$ cat config.mk
export PLATFORM = sky130hd
export DESIGN_NAME = norm_round_pipe_flat
export DESIGN_NICKNAME = d
export VERILOG_FILES = /design/src/rtl/norm_round_pipe_if.sv /design/src/rtl/norm_round_pipe.sv /design/src/flat_wrapper.sv
export SDC_FILE = /design/constraint.sdc
export NUM_CORES = 1
export LEC_CHECK = 0
export CAP_MARGIN = 30
export CORE_ASPECT_RATIO = 0.75
export CORE_MARGIN = 1.5
export CORE_UTILIZATION = 55
export CTS_CLUSTER_SIZE = 30
export DETAILED_ROUTE_END_ITERATION = 7
export GPL_TIMING_DRIVEN = 0
export PLACE_DENSITY = 0.77
export SLEW_MARGIN = 10
export SYNTH_ARGS = -nofsm -noshare
export SYNTH_HDL_FRONTEND = slang
export SYNTH_SLANG_ARGS = --single-unit
$ cat constraint.sdc
create_clock -name clk -period 5.6 [get_ports clk]
set_input_delay 0.84 -clock clk [delete_from_list [all_inputs] [get_ports clk]]
set_output_delay 0.84 -clock clk [all_outputs]
set_load 0.005 [all_outputs]
$ cat src/rtl/norm_round_pipe_if.sv
// Handshake and payload bundle for the normalise/round pipeline.
// master = producer/consumer side (testbench or datapath), slave = the pipeline.
interface norm_round_pipe_if #(
    parameter int EXP_W = 8,
    parameter int MAN_W = 23
);
    localparam int W = MAN_W + 5;

    // Both sides use valid/ready: a beat moves on a rising edge where valid && ready;
    // the sender holds the payload stable while valid is high and ready is low.
    logic                   in_valid;
    logic                   in_ready;
    logic                   in_sign;
    logic [EXP_W-1:0]       in_exp;
    logic [W-1:0]           in_frac;
    logic [1:0]             rnd_mode;
    logic                   out_valid;
    logic                   out_ready;
    logic [EXP_W+MAN_W:0]   out_result;
    logic [3:0]             out_flags;

    modport master (
        output in_valid, in_sign, in_exp, in_frac, rnd_mode, out_ready,
        input  in_ready, out_valid, out_result, out_flags
    );

    modport slave (
        input  in_valid, in_sign, in_exp, in_frac, rnd_mode, out_ready,
        output in_ready, out_valid, out_result, out_flags
    );
endinterface

$ cat src/rtl/norm_round_pipe.sv
// Three-stage post-add normaliser: leading-one detect, shift/exponent adjust,
// then round, renormalise and pack with IEEE-754 exception flags.
module norm_round_pipe #(
    parameter int EXP_W = 8,
    parameter int MAN_W = 23
) (
    input  logic               clk,
    input  logic               rst_n,
    norm_round_pipe_if.slave   bus
);
    localparam int W  = MAN_W + 5;
    localparam int XW = EXP_W + 2;
    localparam int DW = $clog2(W) + 1;
    localparam int RW = 1 + EXP_W + MAN_W;
    localparam logic signed [XW-1:0] EXP_MAX = XW'((1 << EXP_W) - 1);

    // Stage enables: a stage loads when empty or when its successor is taking its beat.
    logic s1_en, s2_en, s3_en;
    logic s1_v_q, s2_v_q, s3_v_q;

    assign s3_en        = !s3_v_q || bus.out_ready;
    assign s2_en        = !s2_v_q || s3_en;
    assign s1_en        = !s1_v_q || s2_en;
    assign bus.in_ready = s1_en;

    // ---------------- S1: leading-one detect ----------------
    logic            s1_sign_q, s1_zero_q;
    logic [1:0]      s1_mode_q;
    logic [EXP_W-1:0] s1_exp_q;
    logic [W-1:0]    s1_frac_q;
    logic [DW-1:0]   s1_lz_q, lz_d;

    always_comb begin
        lz_d = '0;
        for (int i = 0; i <= W - 2; i++) begin
            if (bus.in_frac[i]) lz_d = DW'(W - 2 - i);
        end
    end

    always_ff @(posedge clk or negedge rst_n) begin
        if (!rst_n) begin
            s1_v_q    <= 1'b0;
            s1_sign_q <= 1'b0;
            s1_zero_q <= 1'b0;
            s1_mode_q <= '0;
            s1_exp_q  <= '0;
            s1_frac_q <= '0;
            s1_lz_q   <= '0;
        end else if (s1_en) begin
            s1_v_q <= bus.in_valid;
            if (bus.in_valid) begin
                s1_sign_q <= bus.in_sign;
                s1_zero_q <= (bus.in_frac == '0);
                s1_mode_q <= bus.rnd_mode;
                s1_exp_q  <= bus.in_exp;
                s1_frac_q <= bus.in_frac;
                s1_lz_q   <= lz_d;
            end
        end
    end

    // ---------------- S2: shift and exponent adjust ----------------
    logic                   s2_sign_q, s2_zero_q, s2_tiny_q, s2_tiny_d;
    logic [1:0]             s2_mode_q;
    logic signed [XW-1:0]   s2_exp_q, s2_exp_d, exp_in, lz_x;
    logic [W-2:0]           s2_mant_q, s2_mant_d;

    // The carry bit is dropped from S2 onward: after normalising it is always zero.
    always_comb begin
        s2_mant_d = '0;
        s2_exp_d  = '0;
        s2_tiny_d = 1'b0;
        exp_in    = XW'(s1_exp_q);
        lz_x      = XW'(s1_lz_q);
        if (s1_zero_q) begin
            s2_mant_d = '0;
        end else if (s1_frac_q[W-1]) begin
            s2_mant_d = {s1_frac_q[W-1:2], s1_frac_q[1] | s1_frac_q[0]};
            s2_exp_d  = exp_in + XW'(1);
        end else if (exp_in > lz_x) begin
            s2_mant_d = s1_frac_q[W-2:0] << s1_lz_q;
            s2_exp_d  = exp_in - lz_x;
        end else begin
            // Gradual underflow: stop shifting once the exponent would hit the denormal floor.
            s2_mant_d = s1_frac_q[W-2:0] << (s1_exp_q - 1'b1);
            s2_exp_d  = '0;
            s2_tiny_d = 1'b1;
        end
    end

    always_ff @(posedge clk or negedge rst_n) begin
        if (!rst_n) begin
            s2_v_q    <= 1'b0;
            s2_sign_q <= 1'b0;
            s2_zero_q <= 1'b0;
            s2_tiny_q <= 1'b0;
            s2_mode_q <= '0;
            s2_exp_q  <= '0;
            s2_mant_q <= '0;
        end else if (s2_en) begin
            s2_v_q <= s1_v_q;
            if (s1_v_q) begin
                s2_sign_q <= s1_sign_q;
                s2_zero_q <= s1_zero_q;
                s2_tiny_q <= s2_tiny_d;
                s2_mode_q <= s1_mode_q;
                s2_exp_q  <= s2_exp_d;
                s2_mant_q <= s2_mant_d;
            end
        end
    end

    // ---------------- S3: round, renormalise, pack ----------------
    logic [MAN_W:0]         sig;
    logic [MAN_W+1:0]       sig_r;
    logic                   g_b, r_b, s_b, inc, inexact, to_inf, mag_zero;
    logic signed [XW-1:0]   exp_r;
    logic [RW-1:0]          res_d, res_q;
    logic [3:0]             flags_d, flags_q;

    always_comb begin
        sig      = s2_mant_q[W-2:3];
        g_b      = s2_mant_q[2];
        r_b      = s2_mant_q[1];
        s_b      = s2_mant_q[0];
        inexact  = g_b || r_b || s_b;
        inc      = 1'b0;
        to_inf   = 1'b0;
        mag_zero = 1'b0;
        res_d    = '0;
        flags_d  = '0;
        case (s2_mode_q)
            2'b00:   inc = g_b && (r_b || s_b || sig[0]);
            2'b01:   inc = 1'b0;
            2'b10:   inc = !s2_sign_q && inexact;
            default: inc = s2_sign_q && inexact;
        endcase
        sig_r = {1'b0, sig} + {{(MAN_W+1){1'b0}}, inc};
        exp_r = s2_exp_q + {{(XW-1){1'b0}}, sig_r[MAN_W+1]};
        // A denormal that rounds up into the hidden bit becomes the smallest normal.
        if (s2_exp_q == '0 && sig_r[MAN_W]) exp_r = XW'(1);

        if (s2_zero_q) begin
            res_d   = {(s2_mode_q == 2'b11), {(EXP_W+MAN_W){1'b0}}};
            flags_d = 4'b0001;
        end else if (exp_r >= EXP_MAX) begin
            to_inf = (s2_mode_q == 2'b00) ||
                     (s2_mode_q == 2'b10 && !s2_sign_q) ||
                     (s2_mode_q == 2'b11 && s2_sign_q);
            res_d  = to_inf ? {s2_sign_q, {EXP_W{1'b1}}, {MAN_W{1'b0}}}
                            : {s2_sign_q, {(EXP_W-1){1'b1}}, 1'b0, {MAN_W{1'b1}}};
            flags_d = 4'b1010;
        end else begin
            mag_zero = (exp_r == '0) && (sig_r[MAN_W-1:0] == '0);
            res_d    = {s2_sign_q, exp_r[EXP_W-1:0], sig_r[MAN_W-1:0]};
            flags_d  = {1'b0, s2_tiny_q && inexact, inexact, mag_zero};
        end
    end

    always_ff @(posedge clk or negedge rst_n) begin
        if (!rst_n) begin
            s3_v_q  <= 1'b0;
            res_q   <= '0;
            flags_q <= '0;
        end else if (s3_en) begin
            s3_v_q <= s2_v_q;
            if (s2_v_q) begin
                res_q   <= res_d;
                flags_q <= flags_d;
            end
        end
    end

    assign bus.out_valid  = s3_v_q;
    assign bus.out_result = res_q;
    assign bus.out_flags  = flags_q;
endmodule

$ cat src/flat_wrapper.sv
// flat-port wrapper written by rule: the top's interface ports become plain ports
module norm_round_pipe_flat 
#(
    parameter int EXP_W = 8,
    parameter int MAN_W = 23
)
  (clk, rst_n, bus_in_valid, bus_in_sign, bus_in_exp, bus_in_frac, bus_rnd_mode, bus_out_ready, bus_in_ready, bus_out_valid, bus_out_result, bus_out_flags);
  norm_round_pipe_if #(.EXP_W(EXP_W), .MAN_W(MAN_W)) bus_i ();
  input  logic clk;
  input  logic rst_n;
  input wire logic [$bits(bus_i.in_valid)-1:0] bus_in_valid;
  input wire logic [$bits(bus_i.in_sign)-1:0] bus_in_sign;
  input wire logic [$bits(bus_i.in_exp)-1:0] bus_in_exp;
  input wire logic [$bits(bus_i.in_frac)-1:0] bus_in_frac;
  input wire logic [$bits(bus_i.rnd_mode)-1:0] bus_rnd_mode;
  input wire logic [$bits(bus_i.out_ready)-1:0] bus_out_ready;
  output wire logic [$bits(bus_i.in_ready)-1:0] bus_in_ready;
  output wire logic [$bits(bus_i.out_valid)-1:0] bus_out_valid;
  output wire logic [$bits(bus_i.out_result)-1:0] bus_out_result;
  output wire logic [$bits(bus_i.out_flags)-1:0] bus_out_flags;
  assign bus_i.in_valid = bus_in_valid;
  assign bus_i.in_sign = bus_in_sign;
  assign bus_i.in_exp = bus_in_exp;
  assign bus_i.in_frac = bus_in_frac;
  assign bus_i.rnd_mode = bus_rnd_mode;
  assign bus_i.out_ready = bus_out_ready;
  assign bus_in_ready = bus_i.in_ready;
  assign bus_out_valid = bus_i.out_valid;
  assign bus_out_result = bus_i.out_result;
  assign bus_out_flags = bus_i.out_flags;
  norm_round_pipe #(.EXP_W(EXP_W), .MAN_W(MAN_W)) u_core (.clk(clk), .rst_n(rst_n), .bus(bus_i));
endmodule
==> results of run 1 <==
[flip-flops by register name, indices dropped and copies added, names as in the netlist, 2 cells and up]
signal and count:
u_core.bus.out_flags 4, u_core.bus.out_result 32, u_core.s1_exp_q 8, u_core.s1_frac_q 28
u_core.s1_lz_q 5, u_core.s1_mode_q 2, u_core.s2_exp_q 10, u_core.s2_mant_q 27
u_core.s2_mode_q 2
[worst paths after layout]
check                                             to                       from  slack [ns]
setup / recovery            u_core.bus.out_result[9]        u_core.s2_mode_q[1]        0.30
hold reg to reg            u_core.bus.out_result[30]  u_core.bus.out_result[30]        0.47
min in group clk           u_core.bus.out_result[30]  u_core.bus.out_result[30]        0.47
max in group asynchronous       u_core.s2_mant_q[13]                      rst_n        4.52
hold / removal                    u_core.s1_exp_q[1]                      rst_n        0.32
setup reg to reg            u_core.bus.out_result[9]        u_core.s2_mode_q[1]        0.30
[power by group]
group / switching (W) / leakage [nW] / internal (W)
Clock: 0.000414 / 0.307 / 0.000766
Sequential: 0.000254 / 1.54 / 0.00114
Combinational: 0.000869 / 2.37 / 0.000688
[Yosys cell counts (all sizes together) (7+ instances only)]
master / instances
o211ai: 11
clkbuf: 41
a21oi: 48
o31ai: 14
o21ai: 78
mux2i: 30
nor3: 25
nand2b: 10
nand4: 12
a22oi: 25
ha: 12
a21o: 8
a211oi: 9
nor2b: 7
nand2: 110
or3: 8
nor4: 14
xor2: 12
inv: 24
a22o: 12
o22ai: 17
nand3: 37
and3: 11
xnor2: 24
buf: 21
mux2: 49
nor2: 89
dfrtp: 126
[final cells by class]
cell class,count,area [um^2]
Multi-Input combinational cell,758,4933
Fill cell,1209,4544
Sequential cell,126,3153
Timing Repair Buffer,82,834.6
Clock buffer,21,460.4
Buffer,62,264.0
Tap cell,200,250.2
Clock inverter,10,161.4
Inverter,24,90.09
[timing repair]
action | CTS | global route
resized for setup | 4 | 5
pin swaps | 0 | 2
hold buffers | 0 | 0
buffers inserted | 0 | 0
setup endpoints to repair | 25 | 30
[kinds of logic after synthesis]
logic type / share of synthesized area [%]
mux: 10.14
fa+ha+maj: 2.026
buf+inv: 4.186
simple gates: 19.62
compound gates: 22.73
xor+xnor: 3.754
flops: 37.54
[cells in the final DEF, fill, tap and decap left out, drive strengths merged, types with 6 or more instances in the layout]
master         count
dfrtp            126
buf               24
nand2b            10
o31ai             14
and2               6
inv               25
o21a               6
or3                8
a21oi             48
and4               6
mux2i             30
nor2              89
xnor2             24
a22oi             25
clkdlybuf4s50     79
nand3             37
nand4             12
and3              11
o211ai            11
mux2              49
o21ai             78
nand2            110
a22o              12
xor2              12
o31a               6
nor3              25
nor4              14
clkbuf            62
nor2b              7
a211oi             9
a21o               8
ha                12
o22ai             17
[worst reg2reg max path, delay by kind of cell, from the launching register on]
family	cells	cell delay, ns
fa+ha+maj	5	1.37
buf+inv	1	0.26
flops	1	0.43
simple gates	10	1.81
xor+xnor	1	0.33
compound gates	5	1.01
[routing by layer]
metal  vias up  share of wire, %
met3        57                12
met4         0               2.4
met5         -                 0
li1       3780                 -
met1      4046                45
met2       475                41
[metrics by stage]
step	setup TNS, ns	setup slack (ns)	utilization (%)	power, W	std cells
floorplan	0	1.227	-	0.002263	970
global placement	-149.92	-1.168	64.32	0.002883	1250
detailed placement	-4.693	-0.2889	64.55	0.002899	1252
CTS	0	0.1486	68.94	0.004083	1283
global route	-0.01568	-0.01328	69.07	0.004341	1283
finish	0	0.2953	69.07	0.004133	1283
==> reports/qor.csv, run 1 <==
stage,metric,value,unit
sta,tightest_slew,0.8286,ns
power_and_ir_drop,ir_worst_vdd,0.2205,mV
grt,grt_max_degree,88,
placed_design,hpwl,21.41,mm
synth,synth_ff_type,dfrtp_1,
clocking,cts.sinks,126,
worst_setup_path,cp_num_buf_inv,1,
floorplanning,rows,38,
synth,syn_area,8399,um^2
grt,grt_use_met2,50.68,%
worst_setup_path,cpMostUsedCell,ha_1,
grt,grt.busiest_layer,met1,
floorplanning,core_area,14690,um^2
synth,synth_top_area_share,37.54,%
synth,ys_warn_count,0,
worst_setup_path,critPathMaxStageDelay,0.43,ns
sta,slew_viol_final,0,
floorplanning,initial_core_util,57.17,%
sta,skew,0.008185,ns
final_layout,drive_gt1_share,10.53,%
grt,grt_usage,36.45,%
floorplanning,fp.dieH,110.0,um
placed_design,place_congestion,1.030,
worst_setup_path,critical_path.cell_chain,"nor2b_1, ha_1, nor2_1, nand2_1, nand2_1, ha_1, ha_1, and3_1, nand4_1, nor4_4, ha_1, ha_2, nand3_1, xor2_1, nor3_1, a31o_2, a21oi_1, o22ai_4, o31ai_1, nand2_1, clkbuf_2, o21ai_0",
worst_setup_path,startpoint_type,register,
synth,synth_cells,970,
clocking,clockRootBuffer,clkbuf_16,
status,status,completed,
route,routed_wl,28.20,mm
clocking,cts_made_buffers,17,
clocking,ctsHtreeMaxLevel,4,
synth,synth_cell_type_count,81,
final_layout,diodes,0,
power_and_ir_drop,cellLeakagePower,4.222,nW
floorplanning,io_pins,81,
synth,syn-num-nets,1026,
route,drc,0,
synth,netlist_top_cells_area,"dfrtp_1 (38%), mux2_2 (6.4%), nand2_1 (4.9%), o21ai_0 (4.3%), nor2_1 (4.0%)",
route,antenna_left,0,
sta,finalSetupViolations,0,
sta,whs,0.3169,ns
worst_setup_path,r2r_cells,22,
grt,grt_pass1_vias,7898,
synth,yosys_register_bits,126,
floorplanning,die_area,16030,um^2
synth,yosysSeqAreaShare,37.54,%
sta,fmax,188.5,MHz
worst_setup_path,crit_path_max_fanout,10,
sta,post-route-period-util,94.73,%
synth,yosysTopAreaCell,dfrtp_1,
final_layout,final_cell_area,10150,um^2
route,drt_iter0_drc,955,
grt,grt-ovfl-total,0,
worst_setup_path,cp.depth,22,
power_and_ir_drop,powerDensity,407.3,nW/um^2
placed_design,io_buffers,80,
clocking,tritoncts,done,
worst_setup_path,cp_top_family,simple AND/OR/NAND/NOR gates,
worst_setup_path,crit_arrival,5.65,ns
route,first_pass_iters,8,
flow_run,maxCapViolCount,0,
sta,max-slew-margin-rel,44.76,%
synth,syn_avg_cell_area,8.659,um^2
grt,grtUsageMet1,53.68,%
synth,synthArstFlopShare,100.0,%
clocking,clk_path_buf_depth,2,
worst_hold_path,hp-class,in2async,
grt,grt_pass1_wl,44.10,mm
synth,synth-edff-count,0,
clocking,path_clk_slew,0.06,ns
sta,finalCriticalPeriod,5.305,ns
worst_setup_path,critPathKind,reg2reg,
final_layout,final_nets,1127,
worst_setup_path,slowest_stage,dfrtp_1,
floorplanning,dieWidth,145.7,um
route,wl_per_cell,21.98,um
grt,grt_use_met3,11.36,%
final_layout,area_growth,20.81,%
route,via_per_inst,6.514,
placed_design,place_area,9484,um^2
clocking,clock_latency,0.43,ns
sta,hold_viol_final,0,
route,num_vias,8358,
grt,grt_antenna_before_repair,0,
worst_setup_path,required,5.94,ns
worst_setup_path,end_kind,register,
Note: power is estimated with default switching activity, not from simulation.
==> run 2, diff against run 1 <==
--- a/config.mk
+++ b/config.mk
@@ -13,7 +13,7 @@
 export DETAILED_ROUTE_END_ITERATION = 7
 export GPL_TIMING_DRIVEN = 0
 export PLACE_DENSITY = 0.77
-export SLEW_MARGIN = 10
+export SLEW_MARGIN = 30
 export SYNTH_ARGS = -nofsm -noshare
 export SYNTH_HDL_FRONTEND = slang
 export SYNTH_SLANG_ARGS = --single-unit
==> reports/qor.csv, run 2 (synthesized netlist as in run 1, its figures left out) <==
stage,metric,value,unit,change
flow_run,maxCapViolCount,0,,unchanged
grt,grt_usage,36.53,%,+0.086 points
placed_design,place_congestion,1.030,,unchanged
grt,grt_pass1_vias,7819,,-1.0%
sta,skew,0.01081,ns,+0.002625 ns
final_layout,largest_reg_flops,32,,unchanged
final_layout,area_growth,20.60,%,
worst_hold_path,hp-class,in2async,,
sta,finalSetupViolations,0,,unchanged
sta,finalCriticalPeriod,5.330,ns,+0.02549 ns
final_layout,final_cell_area,10130,um^2,-0.17%
sta,post-route-period-util,95.18,%,+0.46 points
clocking,cts.sinks,126,,unchanged
floorplanning,io_pins,81,,unchanged
final_layout,drive_gt1_share,10.62,%,+0.092 points
route,via_per_inst,6.566,,+0.79%
placed_design,place_area,9488,um^2,about the same
route,wl_per_cell,22.06,um,+0.34%
worst_setup_path,critPathMaxStageDelay,0.43,ns,about the same
floorplanning,initial_core_util,57.17,%,unchanged
final_layout,layout_commonest_cell,dfrtp_1,,
floorplanning,die_area,16030,um^2,unchanged
floorplanning,core_area,14690,um^2,unchanged
sta,grt_setup_unrepaired,no,,
clocking,clk_path_buf_depth,2,,unchanged
final_layout,diodes,0,,unchanged
clocking,clockRootBuffer,clkbuf_16,,
clocking,cts_setup_buffers,0,,unchanged
clocking,clock_latency,0.44,ns,about the same
sta,tightest_slew,0.8438,ns,+0.01518 ns
floorplanning,fp.dieH,110.0,um,unchanged
route,drt_iter0_drc,1165,,+22%
power_and_ir_drop,powerDensity,404.5,nW/um^2,-0.67%
route,first_pass_iters,6,,-2
worst_setup_path,r2r_slack,0.27,ns,-0.03 ns
grt,grt-ovfl-total,0,,unchanged
final_layout,fill_cells,1188,,-1.7%
sta,max-slew-margin-rel,43.37,%,-1.4 points
placed_design,hpwl,21.46,mm,+0.26%
power_and_ir_drop,cellLeakagePower,4.201,nW,-0.51%
clocking,cts_made_buffers,17,,unchanged
clocking,tritoncts,done,,
worst_setup_path,startpoint_type,register,,
floorplanning,dieWidth,145.7,um,unchanged
floorplanning,rows,38,,unchanged
route,num_vias,8424,,+0.79%
status,status,completed,,
grt,grt_antenna_before_repair,0,,unchanged
power_and_ir_drop,ir_worst_vdd,0.2271,mV,+3.0%
worst_setup_path,critical_path.cell_chain,"nor2b_1, ha_1, nor2_1, nand2_1, nand2_1, ha_1, ha_2, and3_2, nand4_1, nor4_4, ha_1, ha_1, xor2_2, nand3_1, nor3_1, nand3_1, o31a_1, o22ai_4, clkbuf_1, o21ai_0, a22o_1",,
placed_design,placed_cells,1251,,-0.080%
clocking,path_clk_slew,0.06,ns,about the same
worst_setup_path,slowest_stage,dfrtp_1,,
route,antenna_left,0,,unchanged
sta,slew_viol_final,0,,unchanged
worst_setup_path,crit_path_max_fanout,10,,unchanged
worst_setup_path,startpoint,u_core.s2_mode_q[1],,
worst_setup_path,reg2reg_from,u_core.s2_mode_q[1],,
worst_setup_path,crit_arrival,5.66,ns,about the same
worst_setup_path,required,5.93,ns,about the same
worst_setup_path,cpMostUsedCell,ha_1,,
final_layout,final_nets,1126,,-0.089%
worst_setup_path,critPathKind,reg2reg,,
worst_setup_path,end_kind,register,,
grt,grt_pass1_wl,44.28,mm,+0.42%
final_layout,layout_common_cells,"dfrtp_1 (126), nand2_1 (110), nor2_1 (89)",,
placed_design,io_buffers,80,,unchanged
sta,fmax,187.6,MHz,-0.48%
route,routed_wl,28.30,mm,+0.34%
final_layout,fin_cells,1283,,unchanged
clocking,ctsHtreeMaxLevel,4,,unchanged
sta,hold_viol_final,0,,unchanged
route,drc,0,,unchanged
grt,grt_max_degree,88,,unchanged
## run 2: changes by cell type in the layout (fill, tap and decap cells not counted), sizes merged
cell,delta
clkinvlp,+2
bufinv,-1
clkinv,-1
## run 2: report_power, final
| group | internal [W] | switching, W | total, W |
|---|---|---|---|
| Clock | 0.000710 | 0.000428 | 0.00114 |
| Sequential | 0.00114 | 0.000256 | 0.00140 |
| Combinational | 0.000690 | 0.000872 | 0.00156 |
| Total | 0.00254 | 0.00156 | 0.00410 |
## run 2: final timing paths
check                                       endpoint  depth (start not counted)
max in group asynchronous       u_core.s2_mant_q[19]                          2
setup reg to reg           u_core.bus.out_result[23]                         21
min in group clk           u_core.bus.out_result[27]                          1
hold / removal                    u_core.s1_exp_q[1]                          1
hold reg to reg            u_core.bus.out_result[27]                          1
setup / recovery           u_core.bus.out_result[23]                         21
## run 2: per-layer routing
layer	up-vias	GRT usage [%]	routed length (um)
met4	0	11.08	561
li1	3776	-	-
met2	482	51.26	11650
met1	4113	55.95	13090
met5	-	0	0
met3	53	7.819	2997
## run 2: metrics by stage
stage | utilization [%] | total power, W | setup TNS, ns | hold slack (ns) | setup slack (ns)
finish | 68.95 | 0.004098 | 0 | 0.2759 | 0.2698
global route | 68.95 | 0.004296 | 0 | 0.3026 | 0.01396
CTS | 68.76 | 0.004041 | 0 | 0.2867 | 0.07339
detailed placement | 64.58 | 0.002898 | -5.035 | 0.4656 | -0.3078
global placement | 64.32 | 0.002883 | -149.92 | 0.4553 | -1.168
floorplan | - | 0.002263 | 0 | 0.4331 | 1.227
## run 2: repair_timing
action,4_1_cts,5_1_grt
pin swaps,0,2
gates cloned,0,0
gates resized for setup,4,8
hold buffers,0,0
endpoints found under the setup margin,29,30
## run 2: critical path, delay by kind of cell (launching register included)
| family | cells | cell delay [ns] |
|---|---|---|
| compound gates | 4 | 0.93 |
| fa+ha+maj | 5 | 1.37 |
| buf+inv | 1 | 0.39 |
| flops | 1 | 0.43 |
| xor+xnor | 1 | 0.23 |
| simple gates | 10 | 1.87 |
## run 2: cell type report
cell class	count	area [um^2]	share of cell area (%)
clock buffers	22	454.2	4.484
multi-input cells	758	4947	48.84
repair buffers	81	833.3	8.226
clock inverters	10	137.6	1.359
plain buffers	62	264.0	2.606
well taps	200	250.2	2.470
flip-flops and latches	126	3153	31.13
inverters	24	90.09	0.8893
==> run 3, diff against run 2 <==
==> constraint.sdc (replaced) <==
create_clock -name clk -period 6.3 [get_ports clk]
set_input_delay 0.945 -clock clk [delete_from_list [all_inputs] [get_ports clk]]
set_output_delay 0.945 -clock clk [all_outputs]
set_load 0.005 [all_outputs]
==> reports/qor.csv, run 3 (synthesized netlist as in run 1, its figures left out) <==
stage,metric,value,unit,change
worst_setup_path,crit_path_max_fanout,10,,unchanged
sta,hold_viol_final,0,,unchanged
sta,grt_setup_unrepaired,no,,
placed_design,place_area,9488,um^2,unchanged
worst_setup_path,critPathKind,reg2reg,,
worst_setup_path,reg2reg_from,u_core.s2_mode_q[1],,
grt,grt_usage,36.45,%,-0.083 points
clocking,cts.sinks,126,,unchanged
final_layout,drive_gt1_share,10.16,%,-0.46 points
clocking,hold_buffers,0,,unchanged
worst_setup_path,r2r_end,u_core.bus.out_result[21],,
clocking,tritoncts,done,,
worst_setup_path,cp_top_family,simple AND/OR/NAND/NOR gates,,
power_and_ir_drop,powerDensity,360.2,nW/um^2,-11%
floorplanning,io_pins,81,,unchanged
route,via_per_inst,6.581,,+0.23%
final_layout,layout_commonest_cell,dfrtp_1,,
route,first_pass_iters,6,,unchanged
sta,slew_viol_final,0,,unchanged
final_layout,area_growth,20.17,%,
power_and_ir_drop,cellLeakagePower,4.188,nW,-0.29%
worst_hold_path,hp-class,in2async,,
sta,post-route-period-util,91.76,%,-3.4 points
final_layout,largest_reg_flops,32,,unchanged
route,antenna_left,0,,unchanged
placed_design,io_buffers,80,,unchanged
worst_setup_path,end_kind,register,,
flow_run,maxCapViolCount,0,,unchanged
floorplanning,initial_core_util,57.17,%,unchanged
grt,grt-ovfl-total,0,,unchanged
grt,grt_max_degree,88,,unchanged
power_and_ir_drop,ir_worst_vdd,0.2049,mV,-9.8%
route,num_vias,8443,,+0.23%
floorplanning,rows,38,,unchanged
worst_setup_path,r2r_cells,22,,+4.8%
sta,fmax,173.0,MHz,-7.8%
floorplanning,fp.dieH,110.0,um,unchanged
grt,grt_antenna_before_repair,0,,unchanged
clocking,clock_latency,0.44,ns,about the same
sta,max-slew-margin-rel,41.64,%,-1.7 points
route,wl_per_cell,22.01,um,-0.24%
final_layout,final_cell_area,10090,um^2,-0.36%
placed_design,place_congestion,1.030,,unchanged
sta,tns,0,ns,unchanged
worst_setup_path,cpMostUsedCell,ha_1,,
placed_design,placed_cells,1251,,unchanged
grt,grt_pass1_wl,44.19,mm,-0.20%
sta,skew,0.01065,ns,-0.0001606 ns
final_layout,diodes,0,,unchanged
worst_setup_path,r2r_slack,0.52,ns,+0.25 ns
sta,finalSetupViolations,0,,unchanged
sta,tightest_slew,0.8696,ns,+0.02583 ns
grt,grt_pass1_vias,7814,,-0.064%
clocking,cts_made_buffers,17,,unchanged
clocking,cts-resized-gates,0,,-4
worst_setup_path,startpoint_type,register,,
final_layout,final_nets,1126,,unchanged
floorplanning,core_area,14690,um^2,unchanged
clocking,clk_path_buf_depth,2,,unchanged
floorplanning,dieWidth,145.7,um,unchanged
floorplanning,die_area,16030,um^2,unchanged
worst_setup_path,cp_num_buf_inv,1,,unchanged
route,drc,0,,unchanged
worst_setup_path,required,6.61,ns,+0.68 ns
clocking,cts_setup_buffers,0,,unchanged
worst_setup_path,slowest_stage,nor4_2,,
worst_setup_path,critPathMaxStageDelay,0.51,ns,+0.08 ns
worst_setup_path,critical_path.cell_chain,"nor2b_1, ha_1, nor2_1, nand2_1, nand2_1, ha_1, ha_1, and3_1, nand4_1, nor4_2, ha_1, ha_1, xor2_1, nand3_1, nor3_1, nand3_1, o31a_1, o22ai_2, o31ai_1, nand2_1, clkbuf_1, o21ai_0",,
status,status,completed,,
worst_setup_path,crit_arrival,6.09,ns,+0.43 ns
route,drt_iter0_drc,1141,,-2.1%
clocking,clockRootBuffer,clkbuf_16,,
clocking,path_clk_slew,0.06,ns,about the same
route,routed_wl,28.23,mm,-0.24%
placed_design,hpwl,21.46,mm,unchanged
sta,finalCriticalPeriod,5.781,ns,+0.4507 ns
final_layout,fin_cells,1283,,unchanged
final_layout,layout_common_cells,"dfrtp_1 (126), nand2_1 (110), nor2_1 (89)",,
clocking,ctsHtreeMaxLevel,4,,unchanged
-- run 3: cell types whose count changed in the layout (fill, tap and decap cells not counted), sizes merged --
cell	previous run	this run
buf	24	23
clkbuf	62	63
-- run 3: report_power, final --
group          total (W)  switching, W  internal (W)
clock            0.00101      0.000384      0.000631
sequential       0.00124      0.000224       0.00102
combinational    0.00138      0.000771      0.000610
total            0.00364       0.00138       0.00226
-- run 3: area by class of cell --
cell class / count / area [um^2]
multi-input cells: 758 / 4912
clock inverters: 10 / 137.6
fillers: 1196 / 4598
well taps: 200 / 250.2
repair buffers: 81 / 833.3
flip-flops and latches: 126 / 3153
plain buffers: 62 / 262.8
inverters: 24 / 90.09
clock buffers: 22 / 454.2
-- run 3: how the worst max path moves through the flow --
stage | depth (start not counted) | startpoint | end
final | 22 | u_core.s2_mode_q[1] | u_core.bus.out_result[21]
after global routing | 22 | u_core.s2_mode_q[1] | u_core.bus.out_result[20]
after CTS | 22 | u_core.s2_mode_q[1] | u_core.bus.out_result[4]
after detailed placement | 22 | u_core.s2_mode_q[1] | u_core.bus.out_result[12]
after global placement | 1 | rst_n | u_core.bus.out_result[9]
after floorplan | 21 | u_core.s2_mode_q[1] | u_core.bus.out_result[23]
-- run 3: layer usage --
layer | vias up | routed length [um] | global-route usage [%]
met1 | 4138 | 13210 | 55.82
li1 | 3790 | - | -
met2 | 462 | 11440 | 50.99
met3 | 53 | 3016 | 7.984
met4 | 0 | 563 | 11.08
met5 | - | 0 | 0
-- run 3: through the flow --
step	hold WS, ns	worst slack, ns	util, %	total power, W
final	0.3749	0.5191	68.70	0.003635
after floorplan	0.4331	1.927	-	0.002012
after global placement	0.4553	-0.5731	64.32	0.002562
after detailed placement	0.4656	0.3922	64.58	0.002576
after CTS	0.3917	0.2822	68.61	0.003589
after global routing	0.4076	0.1370	68.70	0.003809
